$ cat config.mk
export PLATFORM = sky130hd
export DESIGN_NAME = apb_master_arbiter
export DESIGN_NICKNAME = d
export VERILOG_FILES = /design/src/rtl/apb_arb_pkg.sv /design/src/rtl/rr_arbiter.sv /design/src/rtl/apb_master_arbiter.sv
export SDC_FILE = /design/constraint.sdc
export NUM_CORES = 1
export LEC_CHECK = 0
export CAP_MARGIN = 10
export CORE_ASPECT_RATIO = 2
export CORE_UTILIZATION = 31
export CTS_CLUSTER_SIZE = 10
export DETAILED_ROUTE_END_ITERATION = 10
export HOLD_SLACK_MARGIN = 0.05
export PLACE_DENSITY = 0.68
export SLEW_MARGIN = 25
export SYNTH_ARGS = -nofsm -noshare
export SYNTH_HDL_FRONTEND = slang
export SYNTH_HIERARCHICAL = 1
export SYNTH_SLANG_ARGS = --single-unit
export TNS_END_PERCENT = 30
$ cat constraint.sdc
create_clock -name pclk -period 3.65 [get_ports pclk]
set_input_delay 0.5475 -clock pclk [delete_from_list [all_inputs] [get_ports pclk]]
set_output_delay 0.5475 -clock pclk [all_outputs]
set_load 0.05 [all_outputs]
$ cat src/rtl/apb_arb_pkg.sv
// Shared state encoding and defaults for the APB configuration-port arbiter.
// Optional ACCESS timeout is enabled by defining APB_TIMEOUT_EN.
package apb_arb_pkg;

  typedef enum logic [1:0] {ST_IDLE, ST_SETUP, ST_ACCESS} apb_st_e;

  localparam int DEF_TIMEOUT_CYC = 256;

endpackage

$ cat src/rtl/rr_arbiter.sv
// Round-robin picker: combinational one-hot grant, pointer advances only on accept.
// Latency: grant is same-cycle; backpressure: pointer holds while accept is low.
module rr_arbiter #(
  parameter int N = 4
) (
  input  logic                 pclk,
  input  logic                 presetn,
  input  logic [N-1:0]         req,
  input  logic                 accept,
  output logic [N-1:0]         grant,
  output logic [$clog2(N)-1:0] grant_idx
);

  localparam int IW = $clog2(N);

  logic [IW-1:0] last_ptr;
  logic [IW-1:0] idx;
  logic          found;

  // Search starts one past the previous winner, so the previous winner ranks last.
  always_comb begin
    grant     = '0;
    grant_idx = '0;
    found     = 1'b0;
    idx       = '0;
    for (int i = 1; i <= N; i++) begin
      idx = IW'((int'(last_ptr) + i) % N);
      if (!found && req[idx]) begin
        found      = 1'b1;
        grant[idx] = 1'b1;
        grant_idx  = idx;
      end
    end
  end

  always_ff @(posedge pclk or negedge presetn) begin
    if (!presetn) begin
      last_ptr <= IW'(N - 1);
    end else if (accept) begin
      last_ptr <= grant_idx;
    end
  end

endmodule

$ cat src/rtl/apb_master_arbiter.sv
// Shares one APB master port among NUM_REQ requesters (round-robin); APB_TIMEOUT_EN adds an ACCESS timeout.
// Latency: accept at T -> SETUP T+1 -> ACCESS T+2 -> rsp_valid no earlier than T+3.
// Backpressure: req_ready only in IDLE or on the completing ACCESS cycle; ACCESS holds until pready.
`ifndef APB_DEPTH
`define APB_DEPTH 12
`endif
`ifndef APB_WIDTH
`define APB_WIDTH 32
`endif

module apb_master_arbiter
  import apb_arb_pkg::*;
#(
  parameter int NUM_REQ = 4,
  parameter int ADDR_W  = `APB_DEPTH,
  parameter int DATA_W  = `APB_WIDTH
`ifdef APB_TIMEOUT_EN
  ,
  parameter int TIMEOUT_CYC = DEF_TIMEOUT_CYC
`endif
) (
  input  logic                      pclk,
  input  logic                      presetn,
  input  logic [NUM_REQ-1:0]        req_valid,
  output logic [NUM_REQ-1:0]        req_ready,
  input  logic [NUM_REQ-1:0]        req_write,
  input  logic [NUM_REQ*ADDR_W-1:0] req_addr,
  input  logic [NUM_REQ*DATA_W-1:0] req_wdata,
  output logic [NUM_REQ-1:0]        rsp_valid,
  output logic [DATA_W-1:0]         rsp_rdata,
  output logic                      rsp_err,
  output logic [ADDR_W-1:0]         paddr,
  output logic [DATA_W-1:0]         pwdata,
  output logic                      pwrite,
  output logic                      psel,
  output logic                      penable,
  input  logic                      pready,
  input  logic [DATA_W-1:0]         prdata
);

  localparam int IDX_W = $clog2(NUM_REQ);

  apb_st_e            state_q, state_d;
  logic [NUM_REQ-1:0] grant;
  logic [NUM_REQ-1:0] owner_q;
  logic [IDX_W-1:0]   win_idx;
  logic               can_accept;
  logic               accept;
  logic               done;
  logic               abort;

  rr_arbiter #(.N(NUM_REQ)) u_rr (
    .pclk      (pclk),
    .presetn   (presetn),
    .req       (req_valid),
    .accept    (accept),
    .grant     (grant),
    .grant_idx (win_idx)
  );

  // Accepting on the completing ACCESS cycle gives back-to-back transfers with no idle gap.
  assign can_accept = (state_q == ST_IDLE) || ((state_q == ST_ACCESS) && pready);
  assign accept     = can_accept && (|grant);
  assign req_ready  = presetn ? (grant & {NUM_REQ{can_accept}}) : '0;
  assign done       = (state_q == ST_ACCESS) && pready;

  assign psel    = (state_q != ST_IDLE);
  assign penable = (state_q == ST_ACCESS);

  always_comb begin
    state_d = state_q;
    case (state_q)
      ST_IDLE:   if (accept) state_d = ST_SETUP;
      ST_SETUP:  state_d = ST_ACCESS;
      ST_ACCESS: begin
        if (pready)     state_d = accept ? ST_SETUP : ST_IDLE;
        else if (abort) state_d = ST_IDLE;
      end
      default:   state_d = ST_IDLE;
    endcase
  end

  always_ff @(posedge pclk or negedge presetn) begin
    if (!presetn) begin
      state_q   <= ST_IDLE;
      paddr     <= '0;
      pwdata    <= '0;
      pwrite    <= 1'b0;
      owner_q   <= '0;
      rsp_valid <= '0;
      rsp_rdata <= '0;
    end else begin
      state_q   <= state_d;
      rsp_valid <= '0;
      if (accept) begin
        paddr   <= req_addr[win_idx*ADDR_W +: ADDR_W];
        pwdata  <= req_wdata[win_idx*DATA_W +: DATA_W];
        pwrite  <= req_write[win_idx];
        owner_q <= grant;
      end
      // owner_q still names the finishing transfer here even if a new one is accepted.
      if (done) begin
        rsp_valid <= owner_q;
        rsp_rdata <= pwrite ? '0 : prdata;
      end else if (abort) begin
        rsp_valid <= owner_q;
        rsp_rdata <= '0;
      end
    end
  end

`ifdef APB_TIMEOUT_EN
  localparam int CNT_W = $clog2(TIMEOUT_CYC + 1);

  logic [CNT_W-1:0] tcnt_q;

  assign abort = (state_q == ST_ACCESS) && !pready && (tcnt_q == CNT_W'(TIMEOUT_CYC - 1));

  always_ff @(posedge pclk or negedge presetn) begin
    if (!presetn) begin
      tcnt_q  <= '0;
      rsp_err <= 1'b0;
    end else begin
      if (state_q == ST_SETUP) begin
        tcnt_q <= '0;
      end else if ((state_q == ST_ACCESS) && !pready) begin
        tcnt_q <= tcnt_q + 1'b1;
      end
      if (done) begin
        rsp_err <= 1'b0;
      end else if (abort) begin
        rsp_err <= 1'b1;
      end
    end
  end
`else
  assign abort   = 1'b0;
  assign rsp_err = 1'b0;
`endif

endmodule

-- Word level (Yosys, flattened, before mapping)
Index checks and enable logic that the tools add are counted.
- register bits after elaboration: 89
- bits in latches: 0
- bits in writable memories: 0
- bits in read-only memories: 0
- bits of input ports: 219
- output and inout port bits: 88
- logic and storage cells: 85
- memories: 0
- add/subtract/negate cells: 4
- $mul: 1
- divide/modulo/power cells: 0
- $lt $le $gt $ge: 9
- eq/ne operators: 4
- shift operators: 2
- mux-type cells: 36
- bitwise operators: 4
- reductions and logical operators: 17
- operators by type and width (kind ; number):
    variable part select 128 x 8 -> 32 bit ; 1
    variable part select 48 x 7 -> 12 bit ; 1
    2-to-1 mux 32 bit ; 1
    2-to-1 mux 4 bit ; 6
    less-than comparator 2 x 3 -> 1 bit (second input constant) ; 5
    2-to-1 mux 1 bit ; 13
    2-to-1 mux 2 bit ; 6
    OR 4 bit ; 3
    binary-select mux 1 bit (select 2 bit) ; 5
    logical AND 1 bit ; 9
    demux 1 bit (select 2 bit) ; 4
    greater-or-equal comparator 2 x 1 -> 1 bit (second input constant) ; 4
    case mux 2 bit (3 select lines) ; 1
    adder 2 x 1 -> 2 bit (second input constant) ; 2
    adder 2 bit (second input constant) ; 2
    bitwise AND 4 bit ; 1
    multiplier 2 x 2 -> 4 bit (second input constant) ; 1
    OR reduction 4 bit ; 1
    logical NOT 1 bit ; 3
    == test 2 x 1 -> 1 bit (second input constant) ; 1
    == test 2 bit (second input constant) ; 1
    logical NOT 2 bit ; 1
    inequality test 2 x 1 -> 1 bit (second input constant) ; 1
    inequality test 2 bit (second input constant) ; 1
    3 further kinds ; 3

-- Depth between registers and ports, before layout
- word-level depth: 18
- depth in mapped cells: 14
- depth with buffers taken out: 11

-- By module
Netlist, hierarchy kept.
- by module, submodules not included (module ; times used ; cells an instance ; area each (um^2) ; seq. area each (um^2)):
    apb_master_arbiter ; 1 ; 326 ; 4554.4 ; 2177.1
    rr_arbiter ; 1 ; 57 ; 585.6 ; 52.6

-- Worst setup path before layout
OpenSTA, ideal clock, no wires.
- path kind: register -> register
- start point: reg u_rr.last_ptr[0]
- end point: reg pwdata[10]
- library setup time: 125 ps
- arrival: 3096 ps
- required time: 3525 ps
- slack: 429 ps
- cell stages (with the launch flop): 13
- path buffers: 4
- period minus slack after synthesis: 3221 ps
- path through: dfstp_2 buf_6 inv_1 ha_1 mux4_2 nor2b_4 buf_6 nor3_1 o22ai_1 buf_6 buf_6 mux4_2 mux2_4
- elaborated cells between the ends (all ways): 55
- those cells by class: add/sub (4); order compare (8); shift (1); mux (27); bitwise (3); reduce/logical (12)
- RTL lines (item ; RTL line ; RTL):
    start, declared ; rr_arbiter.sv:16 ; logic [IW-1:0] last_ptr;
    start signal, assigned ; rr_arbiter.sv:38 ; last_ptr <= IW'(N - 1);
    start signal, assigned ; rr_arbiter.sv:40 ; last_ptr <= grant_idx;
    adder 2 x 1 -> 2 bit ; rr_arbiter.sv:27 ; idx = IW'((int'(last_ptr) + i) % N);
    binary-select mux 1 bit (select 2 bit) ; rr_arbiter.sv:28 ; if (!found && req[idx]) begin
    2-to-1 mux 1 bit (not written as such) ; rr_arbiter.sv:28 ;
    2-to-1 mux 1 bit ; rr_arbiter.sv:28 ;
    logical NOT 1 bit ; rr_arbiter.sv:28 ;
    logical AND 1 bit ; rr_arbiter.sv:28 ;
    2-to-1 mux 1 bit ; rr_arbiter.sv:28 ;
    logical NOT 1 bit ; rr_arbiter.sv:28 ;
    logical AND 1 bit ; rr_arbiter.sv:28 ;
    2-to-1 mux 1 bit ; rr_arbiter.sv:28 ;
    logical NOT 1 bit ; rr_arbiter.sv:28 ;
    logical AND 1 bit ; rr_arbiter.sv:28 ;
    2-to-1 mux 2 bit * ; rr_arbiter.sv:28 ;
    via win_idx[0] ; apb_master_arbiter.sv:46 ; logic [IDX_W-1:0] win_idx;
    variable part select 128 x 8 -> 32 bit * ; apb_master_arbiter.sv:97 ; pwdata <= req_wdata[win_idx*DATA_W +: DATA_W];
    end signal, assigned ; apb_master_arbiter.sv:97 ;
    end, declared ; apb_master_arbiter.sv:33 ; output logic [DATA_W-1:0] pwdata,
The timed path passes the listed nets; every way through them passes the cells marked *. The select of a mux whose other input is x is not followed.
A chain may end at the register's enable or synchronous reset.

-- Worst setup path after layout
- start point: reg u_rr.last_ptr[1]
- end point: out req_ready[0]
- word-level cells in the longest chain between the ends: 15
- elaborated cells between the ends (all ways): 50
- those cells by class: add/sub (4); order compare (8); mux (24); bitwise (4); reduce/logical (10)
- ends and longest elaborated chain (item ; RTL line ; RTL):
    branches (longest 12 deep; another with less-than comparator 2 x 3 -> 1 bit) ; - ;
    2-to-1 mux 4 bit * ; rr_arbiter.sv:28 ;
    via grant[0] ; apb_master_arbiter.sv:44 ; logic [NUM_REQ-1:0] grant;
    bitwise AND 4 bit * ; apb_master_arbiter.sv:64 ; assign req_ready = presetn ? (grant & {NUM_REQ{can_accept}}) : '0;
    2-to-1 mux 4 bit * ; apb_master_arbiter.sv:64 ;
    end, declared ; apb_master_arbiter.sv:25 ; output logic [NUM_REQ-1:0] req_ready,
Mark *: on every way through the listed nets, which the timed path passes. The select of a mux whose other input is x is not followed.

==> results.cfg <==
[status]
status = completed

[run]
maxCapViolations = 0

[final_layout]
area_growth_pct = 72.5
final_core_util_pct = 54.5
drive_gt1_share_pct = 20.4
antennaDiodeCount = 0
nets = 917

[clock_tree]
numClockSinks = 89
cts_buffers = 9
cts_hold_buf = 0
cts_max_level = 3
max-clock-path-buffers = 2
clk_latency_ps = 340
clk_pin_slew_ps = 60
cts_root_buf = clkbuf_16
tritoncts = built

[critical_path]
critPathMaxFanout = 10
crit_path_end_kind = output port
crit_family = flip-flops
max_stage_delay_ps = 670
start_kind = flip-flop
timing.rr.start = u_rr/last_ptr[1]
worstPathArrival_ps = 2890
crit_chain = inv_1 -> ha_1 -> mux4_2 -> nor2b_4 -> a22o_1 -> a221o_1 -> and3_1 -> buf_12
rrSetupSlack_ps = 210
cpMaxStageDelayCell = dfstp_2
crit_type = flip-flop to output port
r2r_end = paddr[2]
worstRegToRegCells = 10
required_ps = 3100
crit_cells = 8
cp_num_buf_inv = 2

[sta]
fin_crit_ps = 3440
fmax_mhz = 291
period_share_pct = 94.1
worstMarginPinSlew_ps = 855
tns_ps = 0
rsz0062_at_grt = false
finalHoldViolCount = 0
drv_slew = 0
skew_ps = 6.76
slew_headroom_pct = 43.0
setup_viol = 0

[route]
dr.pass1.iters = 4
drc_errors = 0
postRouteAntennaNets = 0
routedWlPerCell_um = 18.8
drt_iter0_drc = 100
finalWirelength_um = 16900
num_vias = 4451
vias_per_cell = 4.95

[power]
p_sw_uw = 4160
ir_worst_vdd_uv = 454
p_comb_share_pct = 69.8
netSwitchingFraction_pct = 44.6
p_int_uw = 5160
p_per_area_nw_per_um2 = 1050
p_leak_uw = 0.00353
seqPwrFrac_pct = 19.3
p_clk_share_pct = 10.9

[yosys]
synth_edf_count = 0
synth-seq-cells = 89
ys_top_cells_by_area = dfrtp_1 42%, mux4_2 18%, mux2_2 7.4%, nand2b_1 3.9%, o21ai_0 3.3%
synth.distinct_cells = 43
syn_inst = 383
synth_warnings = 6
ys_seq_area_share_pct = 43.4
synthFlopType = dfrtp_1
yosys.area.top_type = dfrtp_1
synthesis.nets = 610
synth.top_cell.area_share_pct = 42.4
syn_avg_cell_area_um2 = 13.4
async_flop_share_pct = 100
synth_area_um2 = 5140

[die]
rows = 66
io_pins = 307
dieHeight_um = 184
fp.coreArea_um2 = 16300
start_util_pct = 31.6
die_w_um = 93.1
die-area_um2 = 17100

[global_route]
grt_max_degree = 68
grt_pass1_wl_um = 25600
grt_pass1_vias = 4783
grt-ovfl-total = 0
grtUsageTotal_pct = 19.8
antenna_found_initial = 0

[place]
gp_congestion = 0.890
dp_hpwl_um = 13400
numPortBuffers = 305

[hold_path]
hold_class = input pin to asynchronous set/reset pin
==> how the worst max path moves through the flow <==
stage	from	end	slack, ps
floorplan	u_rr/last_ptr[0]	pwdata[10]	430
global placement	req_valid[1]	pwdata[23]	140
detailed placement	req_valid[1]	paddr[2]	30
CTS	u_rr/last_ptr[0]	req_ready[0]	100
global route	u_rr/last_ptr[1]	req_ready[3]	30
finish	u_rr/last_ptr[1]	req_ready[0]	210
==> power groups by stage <==
stage | Sequential [µW] | Combinational [µW] | Clock [µW]
finish | 1800 | 6510 | 1020
global placement | 1820 | 6380 | 0
CTS | 1830 | 6540 | 1050
detailed placement | 1840 | 6530 | 0
floorplan | 3350 | 3000 | 0
global route | 1870 | 6890 | 1090
==> worst register-to-register path, delay by kind of cell (launching register included) <==
family,cells,cell delay (ps)
flip-flops,1,670
multiplexers,3,1180
AND/OR/NAND/NOR,2,380
adder cells (fa/ha/maj),1,380
AO/OA/AOI/OAI,1,230
buffers and inverters,3,480
==> through the flow <==
stage | total power [µW] | instances | cell area [µm²] | hold WS (ps) | setup WS [ps]
final | 9320 | 899 | 8870 | 116 | 215
after global routing | 9850 | 899 | 8870 | 124 | 29.1
after CTS | 9420 | 897 | 8850 | 107 | 103
after detailed placement | 8370 | 881 | 8520 | 471 | 27.6
after global placement | 8200 | 881 | 8520 | 464 | 138
after floorplan | 6340 | 383 | 5140 | 252 | 429
==> flip-flops by register name (all words and copies together) (netlist names) <==
register,count
pwdata,32
paddr,12
u_rr/last_ptr,2
state_q,2
pwrite,1
rsp_valid,4
rsp_rdata,32
owner_q,4
==> per-layer routing <==
metal | share of wire (%) | vias to the layer above | global-route usage, %
met5 | 0 | - | 0
met4 | 4.3 | 0 | 10.4
met3 | 5.5 | 41 | 3.84
met2 | 54 | 199 | 35.4
met1 | 36 | 2163 | 21.9
li1 | - | 2048 | -
==> placed cells by master, fill, tap and decap left out, types with 2 or more instances in the layout <==
cell,instances
a2111oi_4,2
a221o_1,5
a22o_1,4
and3_1,3
buf_12,9
buf_4,17
bufinv_16,2
clkbuf_16,9
clkdlybuf4s50_1,300
dfrtp_1,87
ha_1,8
inv_1,9
mux2_1,2
mux2_2,34
mux2_4,10
mux4_1,5
mux4_2,42
nand2_1,33
nand2b_1,32
nand3b_1,4
nor2_1,8
nor2b_1,2
nor3_1,3
o21ai_0,34
o2bb2ai_1,4
==> layout make-up <==
type / count / area, µm²
tap: 204 / 255
fill: 1399 / 7400
clock inverter: 6 / 90.1
timing repair buffer: 326 / 3310
inverter: 9 / 33.8
clock buffer: 10 / 239
sequential: 89 / 2230
multi-input combinational: 255 / 2700
==> cell families after synthesis <==
group / after synthesis / synth area share, %
DFF: 89 / 43.4
muxes: 94 / 32.0
adders and majority gates: 8 / 1.95
and+or+nand+nor: 95 / 10.1
buffers and inverters: 39 / 4.58
other: 1 / 0.0730
AOI/OAI and AO/OA: 57 / 7.98
==> synthesized netlist by cell type (2+ instances only) <==
master and n:
nor2b_1 2, o22ai_1 2, buf_2 11, and3_1 4, clkbuf_1 7, o2bb2ai_1 4, a2111oi_4 2, nor3_1 3
ha_1 8, dfrtp_1 87, a22o_1 4, buf_6 9, mux2_2 34, mux2_4 10, mux4_2 42, buf_4 2
inv_1 9, nor2_1 9, mux2_1 2, dfstp_2 2, nand2b_1 32, nand2_1 33, o21ai_0 34, nand3b_1 4
mux4_1 5, a221o_1 5
==> repair_timing <==
item	CTS	global route
gates resized for setup	0	2
setup endpoints to repair	0	42
setup buffers	0	2
hold endpoints to repair	0	0
(Power assumes the default switching activity.)
